==> src/rtl/tile_render_sched.sv <==
// Tile draw-request queue and sequencer for a restartable 32x32 tile renderer.
// Optional build macro TILE_SCHED_CLIP_EN discards off-screen tiles and counts them on clip_cnt_o.
module tile_render_sched #(
  parameter int DEPTH    = 4,
  parameter int TILE_PIX = 1024,
  parameter int ROM_LAT  = 2
`ifdef TILE_SCHED_CLIP_EN
  ,
  parameter int SCR_W    = 640,
  parameter int SCR_H    = 480
`endif
) (
  input  logic                     clk,
  input  logic                     rstn,
  input  logic                     req_valid_i,
  output logic                     req_ready_o,
  input  logic [18:0]              req_tile_addr_i,
  input  logic [9:0]               req_top_i,
  input  logic [9:0]               req_left_i,
  input  logic                     hold_i,
  input  logic                     flush_i,
  output logic                     r_start_o,
  output logic [18:0]              r_tile_addr_o,
  output logic [9:0]               r_top_o,
  output logic [9:0]               r_left_o,
  output logic                     r_busy_o,
  output logic                     done_o,
  output logic                     idle_o,
  output logic [$clog2(DEPTH):0]   q_level_o
`ifdef TILE_SCHED_CLIP_EN
  ,
  output logic [15:0]              clip_cnt_o
`endif
);

  localparam int AW         = $clog2(DEPTH);
  localparam int RUN_CYCLES = TILE_PIX + ROM_LAT;
  localparam int CW         = $clog2(RUN_CYCLES);
  localparam logic [CW-1:0] CNT_LAST = CW'(RUN_CYCLES - 1);
  localparam int EW         = 39;

  typedef enum logic [0:0] {ST_IDLE = 1'b0, ST_RUN = 1'b1} state_e;

  state_e          state_q, state_d;
  logic [CW-1:0]   cnt_q, cnt_d;
  logic [AW:0]     wr_ptr_q, rd_ptr_q;
  logic [EW-1:0]   mem_q [DEPTH];
  logic [18:0]     r_tile_addr_q;
  logic [9:0]      r_top_q;
  logic [9:0]      r_left_q;

  logic            empty_s, full_s, push_s, pop_s, load_s, discard_s, clip_s;
  logic [EW-1:0]   head_s;

  assign empty_s     = (wr_ptr_q == rd_ptr_q);
  assign full_s      = (wr_ptr_q[AW] != rd_ptr_q[AW]) &&
                       (wr_ptr_q[AW-1:0] == rd_ptr_q[AW-1:0]);
  assign req_ready_o = !full_s && !flush_i;
  assign push_s      = req_valid_i && req_ready_o;
  assign head_s      = mem_q[rd_ptr_q[AW-1:0]];
  assign q_level_o   = wr_ptr_q - rd_ptr_q;

`ifdef TILE_SCHED_CLIP_EN
  localparam logic [9:0] SCR_W_L = 10'(SCR_W);
  localparam logic [9:0] SCR_H_L = 10'(SCR_H);
  assign clip_s = (head_s[19:10] >= SCR_H_L) || (head_s[9:0] >= SCR_W_L);
`else
  assign clip_s = 1'b0;
`endif

  // Next-state, counter and pop decisions.
  always_comb begin
    state_d   = state_q;
    cnt_d     = cnt_q;
    pop_s     = 1'b0;
    load_s    = 1'b0;
    discard_s = 1'b0;
    case (state_q)
      ST_IDLE: begin
        if (!empty_s && !hold_i && !flush_i) begin
          pop_s = 1'b1;
          if (clip_s) begin
            discard_s = 1'b1;
          end else begin
            load_s  = 1'b1;
            cnt_d   = '0;
            state_d = ST_RUN;
          end
        end else begin
          state_d = ST_IDLE;
        end
      end
      ST_RUN: begin
        if (cnt_q == CNT_LAST) begin
          // A clipped head is left for IDLE to discard so the pop costs its own cycle.
          if (!empty_s && !hold_i && !flush_i && !clip_s) begin
            pop_s  = 1'b1;
            load_s = 1'b1;
            cnt_d  = '0;
          end else begin
            cnt_d   = '0;
            state_d = ST_IDLE;
          end
        end else begin
          cnt_d = cnt_q + CW'(1);
        end
      end
      default: begin
        cnt_d   = '0;
        state_d = ST_IDLE;
      end
    endcase
  end

  // FSM state and tile cycle counter.
  always_ff @(posedge clk or negedge rstn) begin
    if (!rstn) begin
      state_q <= ST_IDLE;
      cnt_q   <= '0;
    end else begin
      state_q <= state_d;
      cnt_q   <= cnt_d;
    end
  end

  // FIFO pointers; flush empties the queue and wins over push and pop.
  always_ff @(posedge clk or negedge rstn) begin
    if (!rstn) begin
      wr_ptr_q <= '0;
      rd_ptr_q <= '0;
    end else if (flush_i) begin
      wr_ptr_q <= '0;
      rd_ptr_q <= '0;
    end else begin
      if (push_s) wr_ptr_q <= wr_ptr_q + (AW+1)'(1);
      else        wr_ptr_q <= wr_ptr_q;
      if (pop_s)  rd_ptr_q <= rd_ptr_q + (AW+1)'(1);
      else        rd_ptr_q <= rd_ptr_q;
    end
  end

  // FIFO storage.
  always_ff @(posedge clk or negedge rstn) begin
    if (!rstn) begin
      for (int i = 0; i < DEPTH; i++) mem_q[i] <= '0;
    end else if (push_s) begin
      mem_q[wr_ptr_q[AW-1:0]] <= {req_tile_addr_i, req_top_i, req_left_i};
    end else begin
      mem_q[wr_ptr_q[AW-1:0]] <= mem_q[wr_ptr_q[AW-1:0]];
    end
  end

  // Renderer parameters held for the whole tile and beyond.
  always_ff @(posedge clk or negedge rstn) begin
    if (!rstn) begin
      r_tile_addr_q <= '0;
      r_top_q       <= '0;
      r_left_q      <= '0;
    end else if (load_s) begin
      r_tile_addr_q <= head_s[38:20];
      r_top_q       <= head_s[19:10];
      r_left_q      <= head_s[9:0];
    end else begin
      r_tile_addr_q <= r_tile_addr_q;
      r_top_q       <= r_top_q;
      r_left_q      <= r_left_q;
    end
  end

`ifdef TILE_SCHED_CLIP_EN
  logic [15:0] clip_cnt_q;
  // Saturating count of discarded off-screen requests.
  always_ff @(posedge clk or negedge rstn) begin
    if (!rstn) begin
      clip_cnt_q <= '0;
    end else if (discard_s && (clip_cnt_q != 16'hFFFF)) begin
      clip_cnt_q <= clip_cnt_q + 16'd1;
    end else begin
      clip_cnt_q <= clip_cnt_q;
    end
  end
  assign clip_cnt_o = clip_cnt_q;
`else
  logic unused_s;
  assign unused_s = discard_s;
`endif

  assign r_tile_addr_o = r_tile_addr_q;
  assign r_top_o       = r_top_q;
  assign r_left_o      = r_left_q;
  assign r_busy_o      = (state_q == ST_RUN);
  assign r_start_o     = (state_q == ST_RUN) && (cnt_q == '0);
  assign done_o        = (state_q == ST_RUN) && (cnt_q == CNT_LAST);
  assign idle_o        = (state_q == ST_IDLE) && empty_s;

endmodule

==> config.mk <==
export PLATFORM = sky130hd
export DESIGN_NAME = tile_render_sched
export DESIGN_NICKNAME = d
export VERILOG_FILES = /design/src/rtl/tile_render_sched.sv
export SDC_FILE = /design/constraint.sdc
export NUM_CORES = 1
export LEC_CHECK = 0
export BUFFER_PORTS_ARGS = -buffer_cell sky130_fd_sc_hd__buf_2
export CAP_MARGIN = 40
export CORE_MARGIN = 1
export CORE_UTILIZATION = 45
export DETAILED_ROUTE_END_ITERATION = 10
export GPL_TIMING_DRIVEN = 1
export PLACE_DENSITY = 0.65
export SLEW_MARGIN = 25
export SYNTH_ARGS = -nofsm -noshare
export SYNTH_HDL_FRONTEND = slang
export SYNTH_SLANG_ARGS = --single-unit
==> constraint.sdc <==
create_clock -name clk -period 2.6 [get_ports clk]
set_input_delay 0.26 -clock clk [delete_from_list [all_inputs] [get_ports clk]]
set_output_delay 0.26 -clock clk [all_outputs]
set_load 0.01 [all_outputs]
==> run metrics <==
syn_nets=905; DP HPWL=between 10 and 15 mm; All-Layer GR Usage=20.36%; Inserted Clock Buffers=24; share of the synthesized area in the top cell type=51.02%; Clock Tree Buf Depth=3; post-CTS setup buffers=0; Setup crit start=rd_ptr_q[1]; vias in the first global route=6978; P_int=8.261 mW; port bufs=90; end of the critical path=q_level_o[1]; wire length per cell=between 15 and 20 um; CP startpoint kind=register; library cells used by synthesis=39; setup tns final=0 ns; Power, Total=11.78 mW; count leader, synth=dfrtp_1; Final Max Slew Viols=0; Sequential Power Share=44.3%; Layout Area Growth over Synthesis=16.48%; initial antenna violation count=2; Ports=91; hold_ws=0.1223 ns; post-synthesis cell count=between 800 and 900; initial core utilization=a little under half; final setup vio count=0; top cells by count, synth=dfrtp_1 (213), a21oi_1 (161), nor2_1 (161), mux4_2 (78), clkbuf_1 (51); design area=approximately 12000 um^2; critical path capture point type=output port; vias post-DR=6899; CP arrival=2.25 ns; Skew-Pair Late Insertion Delay=0.52 ns; Core Area=22710 um^2; row count=55; clk slew on worst S/H paths=0.06 ns; largest net degree at the start of global routing=68; H-tree levels=1; number of synthesized register bits=213; Comb pwr share=24.9%; Worst Path Max Fanout=42; Setup WS pre-CTS=between 0.2 and 0.25 ns; Filler cells=1913; top cells by area, synth=dfrtp_1 (51%), mux4_2 (17%), a21oi_1 (7.7%), nor2_1 (5.8%), mux2_4 (5.6%); overall die width=154.4 um; placed insts=1179; WP data required=around 2.3 ns; critical setup path kind=register to output port; Cell Count, Final, Fillers Out=1226; synth warn=0; die height=154.4 um; number of synthesized flops with an enable pin=0; final worst slack=0.08991 ns; depth of the most critical reg-to-reg path=5; Routed Antenna Nets=0; dpl cell area=11280 um^2; Hold Fails Final Rpt=0; Fin Clk Skew=~0.018 ns; register area=5340 um^2; global-route wire length before repair=37.92 mm; max_cap viols=0; Most used DFF post-synth=dfrtp_1; RR Startpoint=cnt_q[4]; total global routing overflow=0; Avg Cell Area, Syn=12.29 um^2; reg2reg end=r_left_o[6]; Tcrit/Tclk final=between 90 and 100%; Final min period=2.510 ns; actual slew at the worst max-slew pin=0.7054 ns; register area share after synthesis=51.02%; die area=23830 um^2; top cell type by total area after synthesis=dfrtp_1; cell area after synthesis=10450 um^2; CTS root buf=clkbuf_16; Net Sw Power=about 3.5 mW; Sink Count=213; asr flop ratio synth=100.0%; worst hold path class=input port to register; RSZ-0062 raised after global routing=no; Max-slew headroom=52.97%; leakage=5.125 nW; Switching Fraction=about 30%; Clock Power Share=30.8%; status=completed; FMAX=398.4 MHz; via/cell ratio=around 5.6; drt first pass iters=5; maximum vdd drop=621.5 uV; Multi-input gate area=4798 um^2; DRC viols=0; drt first-iter violations=395; CTS tree=built; fin util=53.59%; Reg2Reg Setup Slack=0.26 ns; RePlAce Congestion=0.7645; Power Density=968.1 nW/um^2; Final #Nets=977; share of layout cells above drive strength 1=29.57%; WL final=23.25 mm
==> cell usage in the layout, fill, tap and decap left out, types with 2 or more instances in the layout <==
| cell type | Yosys | final |
|---|---|---|
| a31oi_1 | 6 | 6 |
| clkinv_2 | 0 | 3 |
| dlygate4sd3_1 | 0 | 2 |
| inv_1 | 11 | 11 |
| clkbuf_16 | 0 | 25 |
| mux2_4 | 39 | 39 |
| nor2_1 | 161 | 161 |
| clkbuf_8 | 0 | 4 |
| xnor2_1 | 3 | 3 |
| or3_1 | 2 | 2 |
| o21ai_1 | 2 | 2 |
| nand2_1 | 13 | 13 |
| buf_2 | 9 | 89 |
| nor3_1 | 5 | 5 |
| o21ai_0 | 6 | 6 |
| mux2i_1 | 42 | 42 |
| clkbuf_1 | 51 | 6 |
| a21oi_1 | 161 | 161 |
| dfrtp_4 | 0 | 2 |
| dfrtp_1 | 213 | 209 |
| bufinv_16 | 0 | 4 |
| dfrtp_2 | 0 | 2 |
| ha_1 | 10 | 6 |
| ha_4 | 0 | 4 |
| mux4_2 | 78 | 78 |
| nand2b_1 | 2 | 2 |
| and3_1 | 4 | 4 |
| buf_12 | 4 | 11 |
| a211o_1 | 3 | 3 |
| buf_4 | 0 | 10 |
| nand3_1 | 6 | 6 |
==> cell families (layout without fill, tap and decap cells) <==
group | Yosys count | in the layout | share of synthesized area [%]
mux | 159 | 159 | 26.44
buf+inv | 78 | 168 | 3.533
simple gates | 200 | 200 | 7.904
other cells | 0 | 1 | 0
fa+ha+maj | 11 | 11 | 1.389
compound gates | 185 | 185 | 9.377
flops | 213 | 213 | 51.02
xor+xnor | 4 | 4 | 0.3354
==> worst max-delay path: stages, from the launching register on <==
cell and delay [ns]:
dfrtp_2 0.35, buf_4 0.57, fa_1 0.54, inv_1 0.12, buf_2 0.15
==> power groups by stage <==
stage | clock network, mW | logic (mW) | registers (mW)
global route | 3.83 | 3.27 | 5.39
CTS | 3.69 | 2.96 | 5.22
finish | 3.63 | 2.93 | 5.22
detailed placement | 0 | 2.95 | 5.25
global placement | 0 | 2.84 | 5.19
floorplan | 0 | 2.34 | 5.02
==> registers in the layout, indices dropped and copies added, names as in the netlist <==
name	cells
r_busy_o	1
cnt_q	11
r_top_o	10
r_tile_addr_o	19
wr_ptr_q	3
rd_ptr_q	3
r_left_o	10
mem_q	156
==> worst min path at each step <==
| stage | from | to | cells after the start |
|---|---|---|---|
| CTS | req_tile_addr_i[0] | mem_q[137] | 3 |
| global placement | rstn | r_top_o[3] | 1 |
| detailed placement | rstn | mem_q[92] | 1 |
| floorplan | rstn | cnt_q[0] | 0 |
| global route | req_tile_addr_i[14] | mem_q[151] | 3 |
| finish | req_tile_addr_i[6] | mem_q[143] | 3 |
==> layer usage <==
metal / GRT usage, % / share of wire [%] / vias to the layer above
met1: 27.54 / 44 / 3510
met5: 0 / 0.043 / -
met3: 3.026 / 4.3 / 33
met2: 34.57 / 50 / 133
met4: 5.375 / 1.7 / 2
li1: - / - / 3221
==> final cells by class <==
cell class | count | share of cell area [%]
tap | 285 | 2.930
sequential | 213 | 43.88
multi-input combinational | 559 | 39.43
inverter | 11 | 0.3393
clock buffer | 35 | 5.778
antenna | 1 | 0.02056
timing repair buffer | 113 | 6.375
clock inverter | 9 | 1.244
==> repair_timing <==
item                                    CTS  global route
hold buffers                              2             0
resized for setup                         3             0
endpoints found under the setup margin    2             0
endpoints found under the hold margin    66             0
(Power assumes the default switching activity.)
